===== config.mk =====
export PLATFORM = sky130hd
export DESIGN_NAME = clic_gateway_flat
export DESIGN_NICKNAME = d
export VERILOG_FILES = /design/src/rtl/clic_pkg.sv /design/src/rtl/clic_gateway_if.sv /design/src/rtl/clic_gateway_cell.sv /design/src/rtl/clic_gateway.sv /design/src/flat_wrapper.sv
export SDC_FILE = /design/constraint.sdc
export NUM_CORES = 1
export LEC_CHECK = 0
export BUFFER_PORTS_ARGS = -buffer_cell sky130_fd_sc_hd__buf_2
export CORE_ASPECT_RATIO = 1.75
export CORE_MARGIN = 4
export CORE_UTILIZATION = 41
export CTS_CLUSTER_DIAMETER = 60
export CTS_CLUSTER_SIZE = 8
export DETAILED_ROUTE_END_ITERATION = 12
export PLACE_DENSITY_LB_ADDON = 0.08
export SYNTH_ARGS = -nofsm -noshare
export SYNTH_HDL_FRONTEND = slang
export SYNTH_HIERARCHICAL = 1
export SYNTH_SLANG_ARGS = --single-unit

===== constraint.sdc =====
create_clock -name clk_i -period 2.85 [get_ports clk_i]
set_clock_uncertainty 0.1 [all_clocks]
set_input_delay 0.7125 -clock clk_i [delete_from_list [all_inputs] [get_ports clk_i]]
set_output_delay 0.7125 -clock clk_i [all_outputs]
set_load 0.05 [all_outputs]

===== src/rtl/clic_pkg.sv =====
// clic_pkg: shared trigger encoding and default sizing for the CLIC gateway.
package clic_pkg;
  typedef enum logic [1:0] {POS_LEVEL, POS_EDGE, NEG_LEVEL, NEG_EDGE} trig_e;
  localparam int N_SOURCE_DFLT = 32;
  localparam int SRC_ID_W = $clog2(N_SOURCE_DFLT);
endpackage


===== src/rtl/clic_gateway_if.sv =====
// clic_gateway_if: interrupt lines, trigger attributes, sw pending, ack and pending outputs.
interface clic_gateway_if #(
  parameter int N_SOURCE = 32,
  parameter int ID_W = (N_SOURCE > 1) ? $clog2(N_SOURCE) : 1
);
  logic [N_SOURCE-1:0] irq_src_i;
  logic [N_SOURCE-1:0] edge_i;
  logic [N_SOURCE-1:0] pol_i;
  logic [N_SOURCE-1:0] ie_i;
  logic [N_SOURCE-1:0] ip_sw_i;
  logic [N_SOURCE-1:0] ip_sw_we_i;
  logic                ack_valid_i;
  logic [ID_W-1:0]     ack_id_i;
  logic [N_SOURCE-1:0] ip_o;
  logic [N_SOURCE-1:0] ipe_o;
  logic                any_o;
  modport master (
    output irq_src_i, edge_i, pol_i, ie_i, ip_sw_i, ip_sw_we_i, ack_valid_i, ack_id_i,
    input  ip_o, ipe_o, any_o
  );
  modport slave (
    input  irq_src_i, edge_i, pol_i, ie_i, ip_sw_i, ip_sw_we_i, ack_valid_i, ack_id_i,
    output ip_o, ipe_o, any_o
  );
endinterface


===== src/rtl/clic_gateway_cell.sv =====
// clic_gateway_cell: one source - synchroniser, polarity, edge/level capture of the pending bit.
module clic_gateway_cell import clic_pkg::*; #(
  parameter int SYNC_STAGES = 2
) (
  input  logic  clk,
  input  logic  rst,
  input  logic  src,
  input  trig_e trig,
  input  logic  armed,
  input  logic  sw,
  input  logic  sw_we,
  input  logic  ack_hit,
  output logic  ip
);
  logic synced, s, prev_q, rise, is_edge, nxt;
  if (SYNC_STAGES == 0) begin : g_bypass
    assign synced = src;
  end else begin : g_sync
    logic [SYNC_STAGES-1:0] sync_q;
    always_ff @(posedge clk or posedge rst) begin
      if (rst) sync_q <= '0;
      else begin
        sync_q[0] <= src;
        for (int k = 1; k < SYNC_STAGES; k++) sync_q[k] <= sync_q[k-1];
      end
    end
    assign synced = sync_q[SYNC_STAGES-1];
  end
  assign is_edge = trig inside {POS_EDGE, NEG_EDGE};
  assign s = synced ^ (trig inside {NEG_LEVEL, NEG_EDGE});
  assign rise = s & ~prev_q & armed;
  // A rise outranks sw writes and acks so no edge is ever dropped.
  always_comb nxt = !is_edge ? s : rise ? 1'b1 : sw_we ? sw : ack_hit ? 1'b0 : ip;
  always_ff @(posedge clk or posedge rst) begin
    if (rst) begin
      prev_q <= 1'b0;
      ip     <= 1'b0;
    end else begin
      prev_q <= s;
      ip     <= nxt;
    end
  end
endmodule


===== src/rtl/clic_gateway.sv =====
// clic_gateway: per-source interrupt gateway producing the hardware pending vector.
module clic_gateway import clic_pkg::*; #(
  parameter int N_SOURCE    = N_SOURCE_DFLT,
  parameter int SYNC_STAGES = 2
) (
  input logic           clk_i,
  input logic           rst_i,
  clic_gateway_if.slave bus
);
  logic armed_q;
  // Held low for one cycle after reset so inverted-polarity sources do not fake an edge.
  always_ff @(posedge clk_i or posedge rst_i) begin
    if (rst_i) armed_q <= 1'b0;
    else armed_q <= 1'b1;
  end
  for (genvar i = 0; i < N_SOURCE; i++) begin : g_src
    clic_gateway_cell #(.SYNC_STAGES(SYNC_STAGES)) u_cell (
      .clk     (clk_i),
      .rst     (rst_i),
      .src     (bus.irq_src_i[i]),
      .trig    (trig_e'({bus.pol_i[i], bus.edge_i[i]})),
      .armed   (armed_q),
      .sw      (bus.ip_sw_i[i]),
      .sw_we   (bus.ip_sw_we_i[i]),
      .ack_hit (bus.ack_valid_i && (int'(bus.ack_id_i) == i)),
      .ip      (bus.ip_o[i])
    );
  end
  assign bus.ipe_o = bus.ip_o & bus.ie_i;
  assign bus.any_o = |bus.ipe_o;
endmodule


===== src/flat_wrapper.sv =====
// flat-port wrapper written by rule: the top's interface ports become plain ports
module clic_gateway_flat import clic_pkg::*;
#(
  parameter int N_SOURCE    = N_SOURCE_DFLT,
  parameter int SYNC_STAGES = 2
)
  (clk_i, rst_i, bus_irq_src_i, bus_edge_i, bus_pol_i, bus_ie_i, bus_ip_sw_i, bus_ip_sw_we_i, bus_ack_valid_i, bus_ack_id_i, bus_ip_o, bus_ipe_o, bus_any_o);
  clic_gateway_if #(.N_SOURCE(N_SOURCE)) bus_i ();
  input logic clk_i;
  input logic rst_i;
  input wire logic [$bits(bus_i.irq_src_i)-1:0] bus_irq_src_i;
  input wire logic [$bits(bus_i.edge_i)-1:0] bus_edge_i;
  input wire logic [$bits(bus_i.pol_i)-1:0] bus_pol_i;
  input wire logic [$bits(bus_i.ie_i)-1:0] bus_ie_i;
  input wire logic [$bits(bus_i.ip_sw_i)-1:0] bus_ip_sw_i;
  input wire logic [$bits(bus_i.ip_sw_we_i)-1:0] bus_ip_sw_we_i;
  input wire logic [$bits(bus_i.ack_valid_i)-1:0] bus_ack_valid_i;
  input wire logic [$bits(bus_i.ack_id_i)-1:0] bus_ack_id_i;
  output wire logic [$bits(bus_i.ip_o)-1:0] bus_ip_o;
  output wire logic [$bits(bus_i.ipe_o)-1:0] bus_ipe_o;
  output wire logic [$bits(bus_i.any_o)-1:0] bus_any_o;
  assign bus_i.irq_src_i = bus_irq_src_i;
  assign bus_i.edge_i = bus_edge_i;
  assign bus_i.pol_i = bus_pol_i;
  assign bus_i.ie_i = bus_ie_i;
  assign bus_i.ip_sw_i = bus_ip_sw_i;
  assign bus_i.ip_sw_we_i = bus_ip_sw_we_i;
  assign bus_i.ack_valid_i = bus_ack_valid_i;
  assign bus_i.ack_id_i = bus_ack_id_i;
  assign bus_ip_o = bus_i.ip_o;
  assign bus_ipe_o = bus_i.ipe_o;
  assign bus_any_o = bus_i.any_o;
  clic_gateway #(.N_SOURCE(N_SOURCE), .SYNC_STAGES(SYNC_STAGES)) u_core (.clk_i(clk_i), .rst_i(rst_i), .bus(bus_i));
endmodule

== After elaboration in Yosys (flattened, before gate mapping) ==
Cells that the tools add are included.
Word-level totals
  output and inout bits: 65
  input bits: 200
  register bits after elaboration: 129
  logic and storage cells: 611
Operators by class
  bitwise logic cells: 129
  muxes and demuxes: 128
  equality and inequality tests: 159
  reduce and logical (&&, ||, !) cells: 98
Operators by type and width (number)
  $eq A2 B2 Y1 const B: 64
  $mux W1: 128
  $ne A4 B4 Y1 const B: 32
  $reduce_bool A2 Y1: 64
  $eq A5 B5 Y1 const B: 16
  $and A1 B1 Y1: 64
  $eq A2 B1 Y1 const B: 32
  $eq A5 B4 Y1 const B: 8
  $and A32 B32 Y32: 1
  $logic_and A1 B1 Y1: 32
  $not A1 Y1: 32
  $reduce_or A32 Y1: 1
  $xor A1 B1 Y1: 32
  $eq A5 B3 Y1 const B: 4
  $eq A5 B2 Y1 const B: 2
  $eq A5 B1 Y1 const B: 1
  $logic_not A5 Y1: 1

== Logic depth before layout (Yosys ltp) ==
  depth in word-level cells: 7
  gate-level depth with buffers: 6
  depth with buffers taken out: 6

== Modules after synthesis ==
Netlist, hierarchy kept.
Modules (own cells, without submodules)
  clic_gateway_cell: instances 32, sequential area each 100.1 µm², cells an instance 12, area an instance 145.1 µm²
  clic_gateway: instances 1, sequential area each 25.0 µm², cells an instance 99, area an instance 544.3 µm²

== Worst setup path before layout ==
No wires, ideal clock.
  path type: input-to-output
  start point: in bus_ie_i[30]
  end point: out bus_any_o
  stages: 4
  path buffers: 0
  data required time: 2.037 ns
  setup slack: -0.692 ns
  arrival: 2.729 ns
  cells stage by stage: and2_1 > or4_1 > or4_1 > or4_1
Between the ends
  word-level cells in the longest chain between the ends: 2
RTL lines
  start: declaration: line flat_wrapper.sv:14  | input wire logic [$bits(bus_i.ie_i)-1:0] bus_ie_i;
  $and A32 B32 Y32: line clic_gateway.sv:29  | assign bus.ipe_o = bus.ip_o & bus.ie_i;
  $reduce_or A32 Y1: line clic_gateway.sv:30  | assign bus.any_o = |bus.ipe_o;
  end: declaration: line flat_wrapper.sv:21  | output wire logic [$bits(bus_i.any_o)-1:0] bus_any_o;
No other way between the ends.

== Worst setup path after layout ==
  start point: in bus_ie_i[10]
  end point: out bus_any_o
The elaborated chain is that of the path after synthesis.

==> impl_metrics.toml <==
[global_routing]
global_route_total_overflow = 0
track_usage = 0.223
first_global_vias = 4929
grt_max_degree = 34
antenna_found_initial = 2
grt_first_pass_wirelength_mm = 24.4

[synth]
ys_top_cells_by_area = "dfrtp_1, a22o_1, xor2_1"
average_cell_area_after_synthesis_um2 = 10.7
postSynthNetCount = 683
syn-cell-area_um2 = 5190
synth.ff_latch_count = 129
synth_top_area_share = 0.622
seq_area_frac_synth = 0.622
synth.distinct_cells = 18
synth_area_leader = "dfrtp_1"
synth.yosys.warnings = 6
synthCells = 483

[pwr]
power_switching_share = 0.310
leakagePower_nw = 4.07
power_dissipated_by_switching_net_loads_mw = 1.57
p_seq_frac = 0.407
comb_power_share = 0.211
power.clock.fraction = 0.382
pwr_density_cell_nw_per_um2 = 672
ir_drop_v = 0.000453
p_int_mw = 3.49

[route]
routed-wl-met3_mm = 1.06
topRoutingLayerUsed = "met5"
post_drt_wl_per_cell_um = 16.5
detailroute.via_count = 4503
wl_mm = 16.1
drtAntennaViolNets = 0
route.detailed.vias_per_inst = 4.63
met2_wirelength_mm = 9.07
met1_length_mm = 5.59
drt_pre_antenna_iters = 4
detail_route.drc_violations = 0
drt_iter0_drc = 142

[cts]
htree_levels = 4
cts_tree = "done"
cts_root_buffer = "clkbuf_16"
ctsLongestPathBuffers = 2
cts_inserted_buffers = 17
cts.sinks = 129
clk_pin_slew_ns = 0.05
clk_latency_ns = 0.41

[worst_hold_path]
min_delay_path_class = "flop to flop"

[floorplanning]
design.core.area_um2 = 12400
pin_count = 265
die_h_um = 157
die_w_um = 93.0
placementRows = 54
start_util = 0.417
design.die.area_um2 = 14600

[timing]
final-setup-viol-count = 1
worst_slack_ns = -0.617
slew-limit-headroom = 0.491
final.period_utilization = 1.22
maxClockFrequency_ghz = 0.288
rsz_0062_raised_after_global_routing = "yes"
slew_viol_final = 0
timing_worst_slew_pin_value_ns = 0.764
period_minus_slack_ns = 3.47
final-hold-violation-count = 0

[layout]
stdcell_area_um2 = 7530
fillers = 1161
mostFrequentLayoutCells = "buf_2, dfrtp_1, inv_1"
final_util = 0.606
design.final.nets = 990
layout-area-overhead-vs-synth_pct = 45.2
layout-drive-gt1-share = 0.438
mostFrequentLayoutCell = "buf_2"

[worst_setup_path]
worst_path_cell_trace = "buf_2 > and2_4 > or4_4 > or4_4 > or4_4 > buf_8"
worstPathRequired_ns = 2.04
worst_setup_path_end_kind = "output port"
timing.critical_path.slowest_stage_cell = "or4_4"
cp_common_cell = "or4_4"
biggest_fanout_along_the_worst_timing_path = 2
critical_path_class = "primary input to output port"
worst_path_largest_cell_delay_ns = 0.56
cp.arrival_ns = 2.65
timing.critical_path.from_type = "primary input"

[outcome]
status = "complete, but fails checks"
violations = "setup timing"

[placed_design]
port_buffers = 264
placed_cell_area_um2 = 6940
globalplace.congestion = 0.841
place_ws_ns = -0.703
dp.final_hpwl_mm = 13.1

[job]
maxCapViolations = 0
kinds of logic (layout without fill, tap and decap cells):
kind of cell / count (synthesis) / count (layout) / synth area share
compound gates: 96 / 96 / 0.116
xor+xnor: 32 / 32 / 0.0540
buf+inv: 68 / 388 / 0.0492
flops: 129 / 129 / 0.622
other cells: 1 / 2 / 0.000723
simple gates: 157 / 157 / 0.158
critical path: cells and delay by family:
family	cells	cell delay [ns]
AND/OR/NAND/NOR	4	1.67
buffers and inverters	2	0.26
synth_stat cells:
cell type,n
dfrtp_1,129
inv_1,65
nand2_1,36
nand2b_1,34
nor2_1,33
a22o_1,32
o21ai_0,32
o21ai_1,32
xor2_1,32
and2_1,30
or4_1,9
or2_2,5
nand3_1,4
clkbuf_1,3
nor2b_1,3
and2_4,2
conb_1,1
nand4_1,1
power by group through the flow:
| stage | clock network (mW) | logic [mW] | registers (mW) |
|---|---|---|---|
| 2_1_floorplan | 0 | 0.425 | 2.29 |
| 3_3_place_gp | 0 | 1.03 | 2.08 |
| 3_5_place_dp | 0 | 1.05 | 2.09 |
| 4_1_cts | 1.99 | 1.08 | 2.06 |
| 5_1_grt | 2.08 | 1.15 | 2.07 |
| 6_report | 1.93 | 1.07 | 2.06 |
metal layers:
| layer | vias up | GRT usage |
|---|---|---|
| met3 | 24 | 0.0601 |
| met4 | 2 | 0.0748 |
| met1 | 2122 | 0.231 |
| met5 | - | 0 |
| li1 | 2181 | - |
| met2 | 174 | 0.426 |
area by class of cell:
type,instances,area (µm²),area share
antenna,1,2.50,0.000332
clock buffer,18,429,0.0570
tap,168,210,0.0279
multi-input combinational,286,1760,0.234
inverter,65,244,0.0324
sequential,129,3230,0.429
timing repair buffer,291,1550,0.205
clock inverter,14,109,0.0145
registers in the layout (all words and copies together), names as in the netlist:
| signal | flops |
|---|---|
| u_core/armed_q | 1 |
| u_core/g_src.u_cell/ip | 32 |
| u_core/g_src.u_cell/prev_q | 32 |
| u_core/g_src.u_cell/g_sync.sync_q | 64 |
what timing repair did:
item,CTS,global route
pin swaps,6,0
hold buffers,0,0
setup buffers,1,1
endpoints found under the setup margin,1,1
resized for setup,10,0
path summary, 6_finish.rpt:
path	startpoint	end	slack [ns]	depth (start not counted)
max in group asynchronous	rst_i	u_core/g_src[21].u_cell/g_sync.sync_q[0]	1.98	2
worst max register to register	u_core/armed_q	u_core/g_src[31].u_cell/ip	1.27	4
worst min register to register	u_core/g_src[14].u_cell/g_sync.sync_q[0]	u_core/g_src[14].u_cell/g_sync.sync_q[1]	0.25	0
worst min-delay path	u_core/g_src[14].u_cell/g_sync.sync_q[0]	u_core/g_src[14].u_cell/g_sync.sync_q[1]	0.25	0
worst max-delay path	bus_ie_i[10]	bus_any_o	-0.62	6
min in group asynchronous	rst_i	u_core/armed_q	0.38	2
stage by stage:
| stage | hold WS [ns] | setup TNS, ns | instances | power, mW |
|---|---|---|---|---|
| floorplan | 0.231 | -0.398 | 483 | 2.72 |
| global placement | 0.232 | -0.671 | 937 | 3.12 |
| detailed placement | 0.236 | -0.703 | 937 | 3.15 |
| CTS | 0.248 | -0.638 | 970 | 5.12 |
| global route | 0.251 | -0.651 | 972 | 5.30 |
| finish | 0.246 | -0.617 | 972 | 5.06 |
Note: power is estimated with default switching activity, not from simulation.
